$ cat src/rtl/pipe_ctrl.sv
// Central pipeline controller: stall vector generation, flush sequencing,
// stall timeout detection and saturating stall/flush performance counters.
module pipe_ctrl #(
    parameter int NSTAGES      = 5,
    parameter int FLUSH_CYCLES = 1,
    parameter int MAX_STALL    = 1024,
    parameter int CNT_W        = 32
) (
    input  logic               clk,
    input  logic               rst,
    input  logic [NSTAGES-1:0] stallreq,
    input  logic               flush_req,
    input  logic [31:0]        flush_pc,
    output logic [NSTAGES:0]   stall,
    output logic               flush,
    output logic [31:0]        new_pc,
    output logic               busy,
    output logic               stall_timeout,
    output logic [CNT_W-1:0]   stall_cnt,
    output logic [CNT_W-1:0]   flush_cnt
);

    localparam int FC_W  = (FLUSH_CYCLES > 1) ? $clog2(FLUSH_CYCLES) : 1;
    localparam int RUN_W = $clog2(MAX_STALL);
    localparam logic [FC_W-1:0]  FC_LOAD = FC_W'(FLUSH_CYCLES - 1);
    localparam logic [RUN_W-1:0] RUN_MAX = RUN_W'(MAX_STALL - 1);

    typedef enum logic {
        IDLE,
        FLUSH
    } state_t;

    state_t             state_q, state_d;
    logic               flush_q, flush_d;
    logic               busy_q, busy_d;
    logic [31:0]        new_pc_q, new_pc_d;
    logic [FC_W-1:0]    fc_q, fc_d;
    logic [RUN_W-1:0]   run_q, run_d;
    logic               timeout_q, timeout_d;
    logic [CNT_W-1:0]   stall_cnt_q, stall_cnt_d;
    logic [CNT_W-1:0]   flush_cnt_q, flush_cnt_d;
    logic               acc;
    logic               stall_any;

    // Suffix-OR: the oldest requesting stage holds itself and all younger ones.
    always_comb begin
        stall = '0;
        acc   = 1'b0;
        if (state_q == IDLE) begin
            for (int k = NSTAGES - 1; k >= 0; k--) begin
                acc = acc | stallreq[k];
                stall[k+1] = acc;
            end
            stall[0] = acc;
        end
    end

    assign stall_any = |stall;

    always_comb begin
        state_d     = state_q;
        flush_d     = flush_q;
        busy_d      = busy_q;
        new_pc_d    = new_pc_q;
        fc_d        = fc_q;
        flush_cnt_d = flush_cnt_q;
        unique case (state_q)
            IDLE: begin
                if (flush_req) begin
                    state_d  = FLUSH;
                    flush_d  = 1'b1;
                    busy_d   = 1'b1;
                    new_pc_d = flush_pc;
                    fc_d     = FC_LOAD;
                    if (!(&flush_cnt_q)) flush_cnt_d = flush_cnt_q + CNT_W'(1);
                end
            end
            FLUSH: begin
                if (fc_q == '0) begin
                    state_d = IDLE;
                    flush_d = 1'b0;
                    busy_d  = 1'b0;
                end else begin
                    fc_d = fc_q - FC_W'(1);
                end
            end
            default: state_d = IDLE;
        endcase
    end

    always_comb begin
        run_d       = '0;
        timeout_d   = timeout_q;
        stall_cnt_d = stall_cnt_q;
        if (stall_any) begin
            run_d = (run_q == RUN_MAX) ? run_q : run_q + RUN_W'(1);
            if (run_q == RUN_MAX) timeout_d = 1'b1;
            if (!(&stall_cnt_q)) stall_cnt_d = stall_cnt_q + CNT_W'(1);
        end
    end

    always_ff @(posedge clk) begin
        if (rst) begin
            state_q     <= IDLE;
            flush_q     <= 1'b0;
            busy_q      <= 1'b0;
            new_pc_q    <= '0;
            fc_q        <= '0;
            run_q       <= '0;
            timeout_q   <= 1'b0;
            stall_cnt_q <= '0;
            flush_cnt_q <= '0;
        end else begin
            state_q     <= state_d;
            flush_q     <= flush_d;
            busy_q      <= busy_d;
            new_pc_q    <= new_pc_d;
            fc_q        <= fc_d;
            run_q       <= run_d;
            timeout_q   <= timeout_d;
            stall_cnt_q <= stall_cnt_d;
            flush_cnt_q <= flush_cnt_d;
        end
    end

    assign flush         = flush_q;
    assign busy          = busy_q;
    assign new_pc        = new_pc_q;
    assign stall_timeout = timeout_q;
    assign stall_cnt     = stall_cnt_q;
    assign flush_cnt     = flush_cnt_q;

endmodule

$ cat config.mk
export PLATFORM = sky130hd
export DESIGN_NAME = pipe_ctrl
export DESIGN_NICKNAME = d
export VERILOG_FILES = /design/src/rtl/pipe_ctrl.sv
export SDC_FILE = /design/constraint.sdc
export NUM_CORES = 1
export LEC_CHECK = 0
export BUFFER_PORTS_ARGS = -buffer_cell sky130_fd_sc_hd__buf_2
export CAP_MARGIN = 20
export CORE_MARGIN = 2
export CORE_UTILIZATION = 40
export CTS_CLUSTER_SIZE = 8
export DETAILED_ROUTE_END_ITERATION = 8
export MAX_ROUTING_LAYER = met4
export PLACE_DENSITY_LB_ADDON = 0.3
export SYNTH_ARGS = -nofsm -noshare
export SYNTH_HDL_FRONTEND = slang
export SYNTH_SLANG_ARGS = --single-unit
$ cat constraint.sdc
create_clock -name clk -period 3.4 [get_ports clk]
set_clock_uncertainty 0.05 [all_clocks]
set_input_delay 0.17 -clock clk [delete_from_list [all_inputs] [get_ports clk]]
set_output_delay 0.17 -clock clk [all_outputs]
set_load 0.05 [all_outputs]
==> metrics.txt <==
critical path type=flip-flop to flip-flop; Die Wd=114.3 um; grt total ovfl=0; Synth area leader=dfxtp_1; Post-synth EDFFs=0; Pint=0.002041 W; final max-slew violation count=0; row count=40; most used cell, CP=or4_1; clock share of power=40.9%; CP max stage cell=or4b_1; PwrDens=453.4 nW/um2; DR vias=4832; Leak=2.423 nW; Die ar.=13050 um2; number of diodes=0; drt drc=0; Max Cap Violations=0; Period Utilization, post-route=87.95%; Switching Share=26.82%; Total Nets Final=788; cell chain of the critical path=ha_1 > inv_1 > or4_1 > or4b_1 > or4_1 > a21oi_1; number of global-route vias before repair=4285; minimum clock period=2.990 ns; warnings from Yosys=0; Worst-Margin Slew=0.8162 ns; Async S/R FF share, synth=0%; area grow syn2layout=26.53%; register area share after synthesis=44.88%; Hold Path Class=input pin to flip-flop; CTS Buf Count=9; # resized after CTS=0; Core Footprint=11960 um2; clock root buffer master=clkbuf_16; Routed Antenna Nets=0; Psw=0.0007481 W; Post-Route WL=12700 um; layout cells sized above 1=24.93%; initial drt markers=168; Critical path buffers and inverters=1; post-route insts no fill=897; power share of the combinational group=11.2%; CP startpoint kind=flip-flop; critical path's top delay family=simple AND/OR/NAND/NOR gates; Slew headroom=45.58%; final setup vio count=0; Crit. End Element=flip-flop; Post-Synthesis Net Count=647; crit path max fanout=9; I/O pin cnt=145; Worst Path Arrival=3.21 ns; Seq cells post-synth=109; largest net degree at the start of global routing=78; Sink Count=109; IR drop worst, VDD=0.2818 mV; synthesized cell area=4862 um2; setup bufs post-CTS=0; critical path required time=3.62 ns; Vias/cell=5.387; dominant synthesized flop cell=dfxtp_1; status=complete, no violations; CTS Buffer Depth=2; post-synthesis cell type count=42; H-tree Lvls=3; first-pass GRT wire length=20030 um; sequential power share=47.9%; drt first pass iters=4; Avg WL per Cell=14.15 um; initial antenna violation count=0; RePlAce Congestion=0.8894; CP max stage delay=0.70 ns; setup repair after global routing missed its margin=no; Synth top area share=44.88%; # port buffers=144; CTS tree=done; Mapped Cells=604; initial core utilization=40.65%; Fmax=334.4 MHz; synth top area cells=dfxtp_1 45%, a21oi_1 7.7%, nand2_1 7.6%, nor2_1 3.9%, or3_1 3.6%; Reg clk slew, reported paths=0.07 ns; final hold viol count=0; Die H=114.3 um; syn_area_per_cell=8.050 um2; fillers=1143; Placed Instances=867; Post-Route Setup TNS=0 ns; latest clock arrival within the worst-skew pair=0.35 ns; Post-DP HPWL=8837 um; gr usage total=19.37%
[path summary, 6_finish.rpt]
| path | startpoint | to | slack [ns] | cells after the start |
|---|---|---|---|---|
| worst max register to register | stall_cnt[0] | stall_cnt[30] | 0.41 | 6 |
| worst max-delay path | stall_cnt[0] | stall_cnt[30] | 0.41 | 6 |
| worst min register to register | new_pc[6] | new_pc[6] | 0.40 | 2 |
| worst min-delay path | flush_pc[18] | new_pc[18] | 0.006 | 3 |
[placed cells by master (no fill, tap or decap), types with 7 or more instances in the layout]
| master | instances |
|---|---|
| nor3_1 | 9 |
| buf_4 | 7 |
| nand3_1 | 24 |
| xnor2_1 | 20 |
| or4_1 | 12 |
| nor4_1 | 13 |
| nor2b_1 | 8 |
| nand2_1 | 98 |
| a21oi_1 | 75 |
| o21ai_0 | 24 |
| inv_1 | 11 |
| nor2_1 | 51 |
| o31ai_1 | 11 |
| buf_2 | 143 |
| or3_1 | 28 |
| mux2_2 | 7 |
| or2_2 | 8 |
| dlygate4sd3_1 | 14 |
| clkbuf_16 | 9 |
| nand4_1 | 15 |
| dfxtp_1 | 109 |
[kinds of logic after synthesis]
group | count (synthesis) | synth area share [%]
AO/OA/AOI/OAI | 126 | 14.67
XOR/XNOR | 25 | 4.503
adder cells (fa/ha/maj) | 3 | 0.7721
buffers and inverters | 45 | 3.680
flip-flops | 109 | 44.88
multiplexers | 9 | 2.033
AND/OR/NAND/NOR | 287 | 29.46
[per-layer routing]
| layer | track usage [%] | vias to the layer above | part of all wire (%) |
|---|---|---|---|
| li1 | - | 2413 | - |
| met3 | 2.912 | 32 | 3.2 |
| met1 | 23.12 | 2278 | 43 |
| met2 | 32.10 | 109 | 50 |
| met5 | - | - | 0 |
| met4 | 9.350 | 0 | 3.4 |
[area by class of cell]
class | count | area (um2) | area share [%]
Clock inverter | 7 | 98.84 | 1.607
Clock buffer | 9 | 225.2 | 3.661
Tap cell | 147 | 183.9 | 2.990
Inverter | 11 | 41.29 | 0.6711
Timing Repair Buffer | 164 | 908.4 | 14.77
Sequential cell | 109 | 2182 | 35.47
Multi-Input combinational cell | 450 | 2512 | 40.84
[flip-flops by register name, summed over array words and instances (netlist names)]
| register | count |
|---|---|
| new_pc | 32 |
| state_q | 1 |
| flush_cnt | 32 |
| busy | 1 |
| stall_timeout | 1 |
| stall_cnt | 32 |
| run_q | 10 |
[Yosys cell counts, types with 2 or more instances]
cell and instances:
a2111oi_0 2, a211oi_1 5, a21o_1 2, a21oi_1 75, and3_1 4, and4_1 5
buf_1 4, buf_2 2, buf_4 2, clkbuf_1 26, dfxtp_1 109, ha_1 3
inv_1 11, mux2_2 7, mux2i_1 2, nand2_1 98, nand2b_1 3, nand3_1 24
nand4_1 15, nor2_1 51, nor2b_1 9, nor3_1 9, nor4_1 13, nor4b_1 3
o2111ai_1 2, o21ai_0 24, o31ai_1 11, or2_2 8, or3_1 28, or4_1 12
xnor2_1 20, xor2_1 5
[worst min-delay path: stages]
cell	delay, ns
buf_2	0.09
nand2_1	0.04
a21oi_1	0.05
[power by group through the flow]
stage / clock (W) / sequential [W] / combinational (W)
after floorplan: 0 / 0.00146 / 0.000116
after global placement: 0 / 0.00136 / 0.000295
after detailed placement: 0 / 0.00136 / 0.000300
after CTS: 0.00117 / 0.00133 / 0.000314
after global routing: 0.00122 / 0.00134 / 0.000336
final: 0.00114 / 0.00134 / 0.000313
[through the flow]
stage	util [%]	hold WS [ns]	setup WS [ns]	cell area [um2]	power [W]
after global placement	47.55	0.3610	0.5558	5688	0.001656
final	51.43	0.006040	0.4098	6152	0.002790
after detailed placement	47.55	0.3678	0.4814	5688	0.001665
after CTS	51.43	0.0007868	0.4508	6152	0.002814
after floorplan	-	0.2560	0.3621	4862	0.001579
after global routing	51.43	0.01097	0.2976	6152	0.002897
[timing repair]
action / 4_1_cts / 5_1_grt
setup endpoints to repair: 0 / 0
hold buffers: 14 / 0
hold endpoints to repair: 14 / 0
Note: power is estimated with default switching activity, not from simulation.
